===== src/rtl/alu_sequencer_pkg.sv =====
// Shared types and constants for the ALU issue/writeback sequencer.
package alu_sequencer_pkg;

    localparam int unsigned DATA_W     = 16;
    localparam int unsigned REG_ADDR_W = 4;
    localparam int unsigned INSTR_W    = 16;
    localparam int unsigned ALU_SEL_W  = 4;
    localparam int unsigned PSR_W      = 5;

    // PSR bit positions within {C,L,F,Z,N}
    localparam int unsigned PSR_C = 4;
    localparam int unsigned PSR_L = 3;
    localparam int unsigned PSR_F = 2;
    localparam int unsigned PSR_Z = 1;
    localparam int unsigned PSR_N = 0;

    // Operation codes: reg form uses op=0 with func, imm forms reuse func as op
    localparam logic [3:0] OP_REG = 4'b0000;
    localparam logic [3:0] FN_ADD = 4'b0101;
    localparam logic [3:0] FN_SUB = 4'b1001;
    localparam logic [3:0] FN_CMP = 4'b1011;
    localparam logic [3:0] FN_AND = 4'b0001;
    localparam logic [3:0] FN_OR  = 4'b0010;
    localparam logic [3:0] FN_XOR = 4'b0011;
    localparam logic [3:0] FN_MOV = 4'b1101;

    typedef enum logic [ALU_SEL_W-1:0] {
        ALU_ADD  = 4'd0,
        ALU_SUB  = 4'd1,
        ALU_CMP  = 4'd2,
        ALU_AND  = 4'd3,
        ALU_OR   = 4'd4,
        ALU_XOR  = 4'd5,
        ALU_MOV  = 4'd6,
        ALU_MOVI = 4'd7
    } alu_sel_e;

    typedef enum logic [1:0] {
        FLG_KEEP  = 2'd0,
        FLG_ARITH = 2'd1,
        FLG_CMP   = 2'd2
    } flag_cls_e;

    typedef enum logic [1:0] {
        S_IDLE      = 2'd0,
        S_DECODE    = 2'd1,
        S_EXECUTE   = 2'd2,
        S_WRITEBACK = 2'd3
    } state_e;

    typedef struct packed {
        alu_sel_e                sel;
        logic                    use_imm;
        logic [DATA_W-1:0]       imm;
        logic [REG_ADDR_W-1:0]   rdest;
        logic [REG_ADDR_W-1:0]   rsrc;
        logic                    writes;
        flag_cls_e               cls;
        logic                    illegal;
    } dec_t;

    // Merge captured ALU flags into the PSR according to the instruction class
    function automatic logic [PSR_W-1:0] psr_update(input logic [PSR_W-1:0] cur,
                                                    input flag_cls_e cls,
                                                    input logic [PSR_W-1:0] flg);
        logic [PSR_W-1:0] nxt;
        nxt = cur;
        case (cls)
            FLG_ARITH: begin
                nxt[PSR_C] = flg[PSR_C];
                nxt[PSR_F] = flg[PSR_F];
            end
            FLG_CMP: begin
                nxt[PSR_L] = flg[PSR_L];
                nxt[PSR_Z] = flg[PSR_Z];
                nxt[PSR_N] = flg[PSR_N];
            end
            default: ;
        endcase
        return nxt;
    endfunction

endpackage


===== src/rtl/alu_sequencer_decode.sv =====
// Combinational instruction decoder: word -> ALU select, operands, immediate, class.
module alu_sequencer_decode
    import alu_sequencer_pkg::*;
(
    input  logic [INSTR_W-1:0] instr,
    output dec_t               dec
);

    logic [3:0] op;
    logic [3:0] code;
    logic       imm_form;
    logic       known;
    logic       sext;
    alu_sel_e   sel;
    flag_cls_e  cls;
    logic       writes;

    // Decode; unknown words produce an all-zero record with only illegal set
    always_comb begin
        dec      = '0;
        op       = instr[15:12];
        imm_form = (op != OP_REG);
        code     = imm_form ? op : instr[7:4];
        known    = 1'b1;
        sext     = 1'b0;
        sel      = ALU_ADD;
        cls      = FLG_KEEP;
        writes   = 1'b1;
        case (code)
            FN_ADD: begin sel = ALU_ADD; cls = FLG_ARITH; sext = 1'b1; end
            FN_SUB: begin sel = ALU_SUB; cls = FLG_ARITH; sext = 1'b1; end
            FN_CMP: begin sel = ALU_CMP; cls = FLG_CMP; sext = 1'b1; writes = 1'b0; end
            FN_AND: sel = ALU_AND;
            FN_OR:  sel = ALU_OR;
            FN_XOR: sel = ALU_XOR;
            FN_MOV: sel = imm_form ? ALU_MOVI : ALU_MOV;
            default: known = 1'b0;
        endcase
        if (known) begin
            dec.sel     = sel;
            dec.use_imm = imm_form;
            if (imm_form) begin
                dec.imm = sext ? DATA_W'($signed(instr[7:0])) : DATA_W'(instr[7:0]);
            end
            dec.rdest   = instr[11:8];
            dec.rsrc    = instr[3:0];
            dec.writes  = writes;
            dec.cls     = cls;
        end else begin
            dec.illegal = 1'b1;
        end
    end

endmodule


===== src/rtl/alu_sequencer.sv =====
// Issue/writeback sequencer around the ALU: one instruction in flight, 4-cycle cadence.
module alu_sequencer
    import alu_sequencer_pkg::*;
(
    input  logic                  clk,
    input  logic                  reset,
    input  logic                  instr_valid,
    input  logic [INSTR_W-1:0]    instr,
    output logic                  instr_ready,
    input  logic                  flush,
    output logic [ALU_SEL_W-1:0]  aluControl,
    output logic [REG_ADDR_W-1:0] rfAddrA,
    output logic [REG_ADDR_W-1:0] rfAddrB,
    output logic [DATA_W-1:0]     immOut,
    output logic                  useImm,
    input  logic [DATA_W-1:0]     aluResult,
    input  logic                  aluC,
    input  logic                  aluL,
    input  logic                  aluF,
    input  logic                  aluZ,
    input  logic                  aluN,
    output logic                  regWrite,
    output logic [REG_ADDR_W-1:0] wbAddr,
    output logic [DATA_W-1:0]     wbData,
    output logic [PSR_W-1:0]      psr,
    output logic                  done,
    output logic                  illegal
);

    state_e           state;
    dec_t             dec_c;
    dec_t             dec_q;
    logic [PSR_W-1:0] flags_q;
    logic             we_q;
    logic             done_q;
    logic             ill_q;

    alu_sequencer_decode u_decode (
        .instr (instr),
        .dec   (dec_c)
    );

    // Decode fields are held from DECODE through WRITEBACK
    assign aluControl  = dec_q.sel;
    assign rfAddrA     = dec_q.rdest;
    assign rfAddrB     = dec_q.rsrc;
    assign immOut      = dec_q.imm;
    assign useImm      = dec_q.use_imm;
    assign instr_ready = (state == S_IDLE);

    // A flush during WRITEBACK cancels the strobes in that same cycle
    assign regWrite = we_q   & ~flush;
    assign done     = done_q & ~flush;
    assign illegal  = ill_q  & ~flush;

    // Sequencer FSM with instruction, result and PSR registers
    always_ff @(posedge clk) begin
        if (reset) begin
            state   <= S_IDLE;
            dec_q   <= '0;
            flags_q <= '0;
            wbAddr  <= '0;
            wbData  <= '0;
            psr     <= '0;
            we_q    <= 1'b0;
            done_q  <= 1'b0;
            ill_q   <= 1'b0;
        end else begin
            we_q   <= 1'b0;
            done_q <= 1'b0;
            ill_q  <= 1'b0;
            case (state)
                S_IDLE: begin
                    if (instr_valid && !flush) begin
                        dec_q <= dec_c;
                        state <= S_DECODE;
                    end
                end
                S_DECODE: begin
                    if (flush) begin
                        state <= S_IDLE;
                    end else if (dec_q.illegal) begin
                        done_q <= 1'b1;
                        ill_q  <= 1'b1;
                        state  <= S_WRITEBACK;
                    end else begin
                        state <= S_EXECUTE;
                    end
                end
                S_EXECUTE: begin
                    if (flush) begin
                        state <= S_IDLE;
                    end else begin
                        wbData  <= aluResult;
                        flags_q <= {aluC, aluL, aluF, aluZ, aluN};
                        wbAddr  <= dec_q.rdest;
                        we_q    <= dec_q.writes;
                        done_q  <= 1'b1;
                        state   <= S_WRITEBACK;
                    end
                end
                S_WRITEBACK: begin
                    if (!flush) begin
                        psr <= psr_update(psr, dec_q.cls, flags_q);
                    end
                    state <= S_IDLE;
                end
                default: state <= S_IDLE;
            endcase
        end
    end

endmodule


===== config.mk =====
export PLATFORM = sky130hd
export DESIGN_NAME = alu_sequencer
export DESIGN_NICKNAME = d
export VERILOG_FILES = /design/src/rtl/alu_sequencer_pkg.sv /design/src/rtl/alu_sequencer_decode.sv /design/src/rtl/alu_sequencer.sv
export SDC_FILE = /design/constraint.sdc
export NUM_CORES = 1
export LEC_CHECK = 0
export CORE_AREA = 2 2 83 85
export DETAILED_ROUTE_END_ITERATION = 7
export DIE_AREA = 0 0 85 87
export GPL_TIMING_DRIVEN = 0
export MAX_ROUTING_LAYER = met4
export PLACE_DENSITY = 0.9
export RECOVER_POWER = 25
export SLEW_MARGIN = 15
export SYNTH_ARGS = -nofsm -noshare
export SYNTH_HDL_FRONTEND = slang
export SYNTH_HIERARCHICAL = 1
export SYNTH_SLANG_ARGS = --single-unit

===== constraint.sdc =====
create_clock -name clk -period 3.28 [get_ports clk]
set_input_delay 0.328 -clock clk [delete_from_list [all_inputs] [get_ports clk]]
set_output_delay 0.328 -clock clk [all_outputs]
set_load 0.005 [all_outputs]

==> results of run 1 <==
## synth_stat cells, types with 2 or more instances
cell type,n
nand2_1,128
dfxtp_1,68
a21oi_1,63
buf_4,36
nor2_1,17
buf_2,15
clkbuf_1,9
and2b_1,8
ha_1,5
inv_1,5
mux2i_1,5
nor2b_1,5
nor4b_1,4
buf_6,3
nand2b_1,3
nor3b_1,2
o21ai_0,2
xnor2_1,2
## cell type report
| type | count | area share [%] |
|---|---|---|
| buffer | 63 | 9.109 |
| multi-input combinational | 268 | 30.86 |
| clock buffer | 10 | 3.112 |
| tap | 80 | 2.263 |
| timing repair buffer | 95 | 21.50 |
| inverter | 5 | 0.4243 |
| sequential | 68 | 30.78 |
| clock inverter | 6 | 1.952 |
## flip-flops by register name, indices dropped and copies added, names as in the netlist, 2 cells and up
name,count
wbData,16
rfAddrB,4
psr,5
flags_q,5
immOut,16
dec_q,4
state,2
aluControl,4
wbAddr,4
rfAddrA,4
## worst max-delay path by stage
stage	endpoint	startpoint	slack [ns]
5_1_grt	immOut[11]	instr[15]	0.55
6_report	immOut[10]	instr[15]	0.71
2_1_floorplan	immOut[15]	instr[12]	1.31
3_5_place_dp	immOut[15]	instr[15]	0.45
4_1_cts	immOut[10]	instr[15]	0.77
3_3_place_gp	immOut[15]	instr[15]	0.53
## power groups by stage
stage	clock network (mW)	logic [mW]	registers, mW
3_5_place_dp	0	0.234	0.870
6_report	0.761	0.234	0.850
2_1_floorplan	0	0.131	0.867
5_1_grt	0.802	0.254	0.852
4_1_cts	0.773	0.236	0.850
3_3_place_gp	0	0.228	0.869
## stage by stage
step / std cells / power [mW] / utilization (%) / worst slack (ns)
final: 595 / 1.845 / 67.33 / 0.7066
after global routing: 595 / 1.908 / 67.33 / 0.5486
after CTS: 595 / 1.860 / 67.60 / 0.7730
after detailed placement: 579 / 1.104 / 64.19 / 0.4454
after global placement: 579 / 1.096 / 64.19 / 0.5302
after floorplan: 404 / 0.9980 / - / 1.305
## metal layers
metal	part of all wire [%]	vias to the layer above	routed length, um	global-route usage [%]
li1	-	1477	-	-
met5	0	-	0	-
met2	51	88	3846	35.80
met1	43	1346	3248	23.77
met4	2.2	0	163	9.380
met3	4.1	14	314	3.128
## cells by family after synthesis
kind of cell / Yosys count / synth area share [%]
flip-flops: 68 / 43.00
other: 1 / 0.1185
adder cells (fa/ha/maj): 5 / 1.976
buffers and inverters: 68 / 13.64
multiplexers: 5 / 1.581
AND/OR/NAND/NOR: 179 / 25.65
XOR/XNOR: 2 / 0.5535
AO/OA/AOI/OAI: 76 / 13.48
## worst max-delay path, stage by stage
cell             delay [ns]
clkdlybuf4s50_1        0.51
clkbuf_1               0.35
or4_1                  0.18
clkbuf_1               0.34
nand2_1                0.17
a21oi_1                0.56
buf_4                  0.21
nand2_1                0.04
a21oi_1                0.13
==> run summary, run 1 <==
Hold Path Depth -> 3
Post-synth EDFFs -> 0
Final TNS setup -> 0 ns
post-synth top area share -> 43.00%
CTS tree -> built
Tmin final -> 2.573 ns
worst-margin pin slew -> 0.6737 ns
clock share of power -> 41.3%
Worst-path clk slew -> 0.08 ns
GRT Total Usage -> 20.71%
dpl hpwl -> 5731 um
Syn Inst Count -> 404
CTS Sinks -> 68
post-synth cell types -> 42
ys flop type -> dfxtp_1
CTS resizes -> 0
cell area after layout -> 0.004423 sq mm
DR WL/cell -> 12.73 um
Post-Route WL -> 7572 um
Netlist Area Pre-Place -> 0.003166 sq mm
Std-Cell Rows -> 30
Chip Height -> 87 um
core area -> 0.006569 sq mm
I/O pin count -> 99
worst min path class -> in -> reg
most common cell after layout, fill and taps aside -> nand2_1
Worst Path Required -> 3.54 ns
number of diodes -> 0
fillers -> 527
Worst setup EP type -> flop
drt drc -> 0
Comb pwr share -> 12.7%
Synth Net Count -> 450
Hold-fix buffers, CTS -> 0
die width -> 85 um
Power Dens Cells -> 417.2 mW/mm^2
vias in the first global route -> 2698
post-synthesis register bit count -> 68
Layout area overhead -> 39.72%
synth warn -> 6
Slew HR -> 55.09%
average size of a mapped cell -> 7.835 sq um
R2R Path Start -> state[0]
global-route wire length before repair -> 12110 um
Reg2Reg Setup Slack -> 1.52 ns
TritonRoute pass-1 iters -> 4
startpoint types -> input pin
Clock Skew -> 0.009176 ns
Final Cycle Share -> 78.46%
initial antenna violation count -> 0
hold_sp -> reset
Seq pwr share -> 46.1%
critical path class -> in -> reg
final hold vios -> 0
ys async rst share -> 0%
Hold Path Sink -> state[0]
Slew Limit Fails -> 0
Via Count -> 2925
Num CTS Buffers -> 9
hold_ws -> 0.3699 ns
full die area -> 0.007395 sq mm
leading cell types in the layout, fill and taps excluded -> 128 x nand2_1, 78 x clkdlybuf4s50_1, 68 x dfxtp_1
Post-CTS Setup Inserts -> 0
CP Max Fanout -> 10
share of layout cells above drive strength 1 -> 14.37%
Lkg Pwr -> 1.743 nW
top cell type by total area after synthesis -> dfxtp_1
status -> finished clean
Root Driver -> clkbuf_8
Multi-input gate area -> 0.001365 sq mm
placed cell area -> 0.004217 sq mm
RSZ-0062 raised after global routing -> no
Sw Ratio -> 23.41%
cells taking the most area after synthesis -> dfxtp_1 43%, nand2_1 15%, a21oi_1 10%
Final setup violation count -> 0
critical path arrival -> 2.84 ns
worst-case vdd ir drop -> 0.3160 mV
largest net degree at the start of global routing -> 13
initial drt markers -> 117
Port Buffers -> 95
depth of the CTS H-tree -> 3
fmax -> 0.3886 GHz
switching power -> 0.4319 mW
storage element area -> 0.001361 sq mm
routability cong. -> 0.9362
Initial Util -> 48.19%
vias per inst -> 4.916
number of cells on the worst reg-to-reg path -> 7
sequential area share after synthesis -> 43.00%
Internal -> 1.414 mW
MaxCap Viol Count -> 0
Nets -> 556
maximum clock path buffer count -> 2
clk_lat worst skew -> 0.33 ns
Worst R2R End -> wbData[15]
GRT Residual Overflow -> 0
Post-DRT Antenna Nets -> 0
No activity file was read; power rests on OpenSTA's default activity.
==> inputs of run 2 (changes only) <==
--- a/config.mk
+++ b/config.mk
@@ -5,12 +5,12 @@
 export SDC_FILE = /design/constraint.sdc
 export NUM_CORES = 1
 export LEC_CHECK = 0
-export CORE_AREA = 2 2 83 85
+export CORE_AREA = 2 2 86 88
 export DETAILED_ROUTE_END_ITERATION = 7
-export DIE_AREA = 0 0 85 87
+export DIE_AREA = 0 0 88 90
 export GPL_TIMING_DRIVEN = 0
 export MAX_ROUTING_LAYER = met4
-export PLACE_DENSITY = 0.9
+export PLACE_DENSITY = 0.85
 export RECOVER_POWER = 25
 export SLEW_MARGIN = 15
 export SYNTH_ARGS = -nofsm -noshare
==> constraint.sdc (replaced) <==
create_clock -name clk -period 2.4 [get_ports clk]
set_input_delay 0.24 -clock clk [delete_from_list [all_inputs] [get_ports clk]]
set_output_delay 0.24 -clock clk [all_outputs]
set_load 0.005 [all_outputs]
==> run 2 against run 1 <==
Net effect: die area up 7.1%; cell area grew 1.6%; routed wire length grew 7.7%; critical path depth stayed put; sequential share of layout area is 0.48 points lower; cell count increased by 3.2%; clock skew down 0.0016 ns; hold slack worse by 0.056 ns; power is 40% higher; global-route usage grew 0.96 points; combinational power rose by 41%; largest power group unchanged.
==> run summary, run 2 (synthesis results as in run 1) <==
status -> finished clean
Sw Ratio -> 23.77% (+0.37 points)
CTS tree -> built
initial drt markers -> 133 (+14%)
Slew HR -> 66.62% (+12 points)
Tmin final -> 2.158 ns
Final Cycle Share -> 89.93%
Initial Util -> 45.09% (-3.1 points)
largest net degree at the start of global routing -> 13 (unchanged)
switching power -> 0.6131 mW (+42%)
RSZ-0062 raised after global routing -> no
Finished Core Util -> 64.00% (-3.3 points)
Clock Skew -> 0.007558 ns (-0.001618 ns)
number of diodes -> 0 (unchanged)
CP Max Fanout -> 10 (unchanged)
leading cell types in the layout, fill and taps excluded -> 128 x nand2_1, 78 x clkdlybuf4s50_1, 68 x dfxtp_1
vias per inst -> 4.857 (-1.2%)
Chip Height -> 90 um (+3.4%)
Buf/Inv on CP -> 4 (unchanged)
Via Count -> 2982 (+1.9%)
dpl hpwl -> 5900 um (+3.0%)
Std-Cell Rows -> 31 (+3.3%)
Power Dens Cells -> 574.1 mW/mm^2 (+38%)
critical path arrival -> 2.43 ns (-0.41 ns)
worst min path class -> in -> reg
dpl cells -> 598 (+3.3%)
Root Driver -> clkbuf_8
Worst-path clk slew -> 0.07 ns (about the same)
full die area -> 0.007920 sq mm (+7.1%)
drt drc -> 0 (unchanged)
Comb pwr share -> 12.8% (about the same)
final hold vios -> 0 (unchanged)
fillers -> 595 (+13%)
Final setup violation count -> 0 (unchanged)
Nets -> 556 (unchanged)
depth of the CTS H-tree -> 3 (unchanged)
CP max stage cell -> clkdlybuf4s50_1
Worst setup EP type -> flop
Post-Route WL -> 8154 um (+7.7%)
worst-case vdd ir drop -> 0.3265 mV (+3.3%)
number of cells on the worst reg-to-reg path -> 7 (unchanged)
MaxCap Viol Count -> 0 (unchanged)
Worst Path Required -> 2.68 ns (-0.86 ns)
slowest stage delay, CP -> 0.51 ns (-0.05 ns)
clock share of power -> 42.1% (+0.8 points)
Crit path top cell by count -> nand2_1
Seq pwr share -> 45.1% (-1.0 points)
Port Buffers -> 95 (unchanged)
DR WL/cell -> 13.28 um (+4.4%)
I/O pin count -> 99 (unchanged)
maximum clock path buffer count -> 2 (unchanged)
cell family with most CP delay -> buffers and inverters
non-filler cells in the finished layout -> 614 (+3.2%)
routability cong. -> 0.8599 (-8.1%)
critical path class -> in -> reg
core area -> 0.007020 sq mm (+6.9%)
Internal -> 1.966 mW (+39%)
initial antenna violation count -> 0 (unchanged)
Final TNS setup -> 0 ns (unchanged)
global-route wire length before repair -> 13180 um (+8.8%)
GRT Total Usage -> 21.67% (+0.96 points)
TritonRoute pass-1 iters -> 5 (+1)
storage element area -> 0.001361 sq mm (unchanged)
die width -> 88 um (+3.5%)
most common cell after layout, fill and taps aside -> nand2_1
vias in the first global route -> 2849 (+5.6%)
startpoint types -> input pin
worst-margin pin slew -> 0.5007 ns (-0.1730 ns)
Layout area overhead -> 41.94%
Num CTS Buffers -> 9 (unchanged)
Lkg Pwr -> 1.765 nW (+1.3%)
cell area after layout -> 0.004493 sq mm (+1.6%)
fmax -> 0.4633 GHz
Hold Path Depth -> 3 (unchanged)
GRT Residual Overflow -> 0 (unchanged)
CTS Sinks -> 68 (unchanged)
Slew Limit Fails -> 0 (unchanged)
CP Depth -> 9 (unchanged)
Post-DRT Antenna Nets -> 0 (unchanged)
placed cell area -> 0.004240 sq mm (+0.56%)
crit path cell chain -> clkdlybuf4s50_1 -> clkbuf_2 -> or4_1 -> clkbuf_1 -> nand2_1 -> a21oi_2 -> buf_4 -> nand2_1 -> a21oi_1
share of layout cells above drive strength 1 -> 15.73% (+1.4 points)
clk_lat worst skew -> 0.35 ns (+0.02 ns)
Multi-input gate area -> 0.001390 sq mm (+1.8%)
[run 2: cell count changes in the layout (fill, tap and decap cells not counted), sizes merged]
cell	change
inv	-1
buf	+2
clkinv	-1
clkbuf	-1
clkinvlp	+1
[run 2: metal layers]
metal | wire length [um] | GRT usage, % | share of wire [%]
met1 | 3362 | 25.72 | 41
met2 | 4103 | 35.04 | 50
met4 | 235 | 10.38 | 2.9
met3 | 454 | 3.857 | 5.6
met5 | 0 | - | 0
[run 2: path summary, 6_finish.rpt]
path | end | slack, ns | start
worst min register to register | dec_q[3] | 0.46 | dec_q[3]
worst min-delay path | state[0] | 0.31 | reset
worst max register to register | wbData[11] | 0.68 | state[0]
worst max-delay path | immOut[10] | 0.24 | instr[15]
[run 2: cell type report]
class	instances	share of cell area, %
tap	99	2.757
inverter	5	0.4177
sequential	68	30.30
multi-input combinational	268	30.94
timing repair buffer	95	21.16
buffer	63	9.190
clock inverter	5	1.866
clock buffer	11	3.370
[run 2: stage by stage]
step / setup WS (ns) / total power [mW] / hold slack (ns)
after floorplan: 0.5132 / 1.364 / 0.3760
after global placement: -0.2801 / 1.502 / 0.4420
after detailed placement: -0.3921 / 1.512 / 0.4489
after CTS: 0.1501 / 2.594 / 0.3049
after global routing: 0.08081 / 2.675 / 0.3498
final: 0.2416 / 2.579 / 0.3136
[run 2: worst min-delay path, stage by stage]
cell and delay, ns:
clkbuf_1 0.17, a31oi_1 0.07, a21boi_0 0.13
[run 2: what timing repair did]
action,in CTS,in global routing
gates cloned,0,0
resized for setup,1,4
setup endpoints to repair,7,4
endpoints found under the hold margin,0,0
hold buffers,0,0
buffers inserted,0,0
[run 2: power groups by stage]
stage / combinational [mW] / sequential [mW] / clock, mW
after floorplan: 0.179 / 1.18 / 0
after global placement: 0.314 / 1.19 / 0
after detailed placement: 0.323 / 1.19 / 0
after CTS: 0.327 / 1.16 / 1.10
after global routing: 0.358 / 1.17 / 1.15
final: 0.331 / 1.16 / 1.09
==> inputs of run 3 (changes only) <==
--- a/config.mk
+++ b/config.mk
@@ -12,7 +12,6 @@
 export MAX_ROUTING_LAYER = met4
 export PLACE_DENSITY = 0.85
 export RECOVER_POWER = 25
-export SLEW_MARGIN = 15
 export SYNTH_ARGS = -nofsm -noshare
 export SYNTH_HDL_FRONTEND = slang
 export SYNTH_HIERARCHICAL = 1
==> results of run 3 <==
Final layout, timing and power as in run 2 (identical DEF).
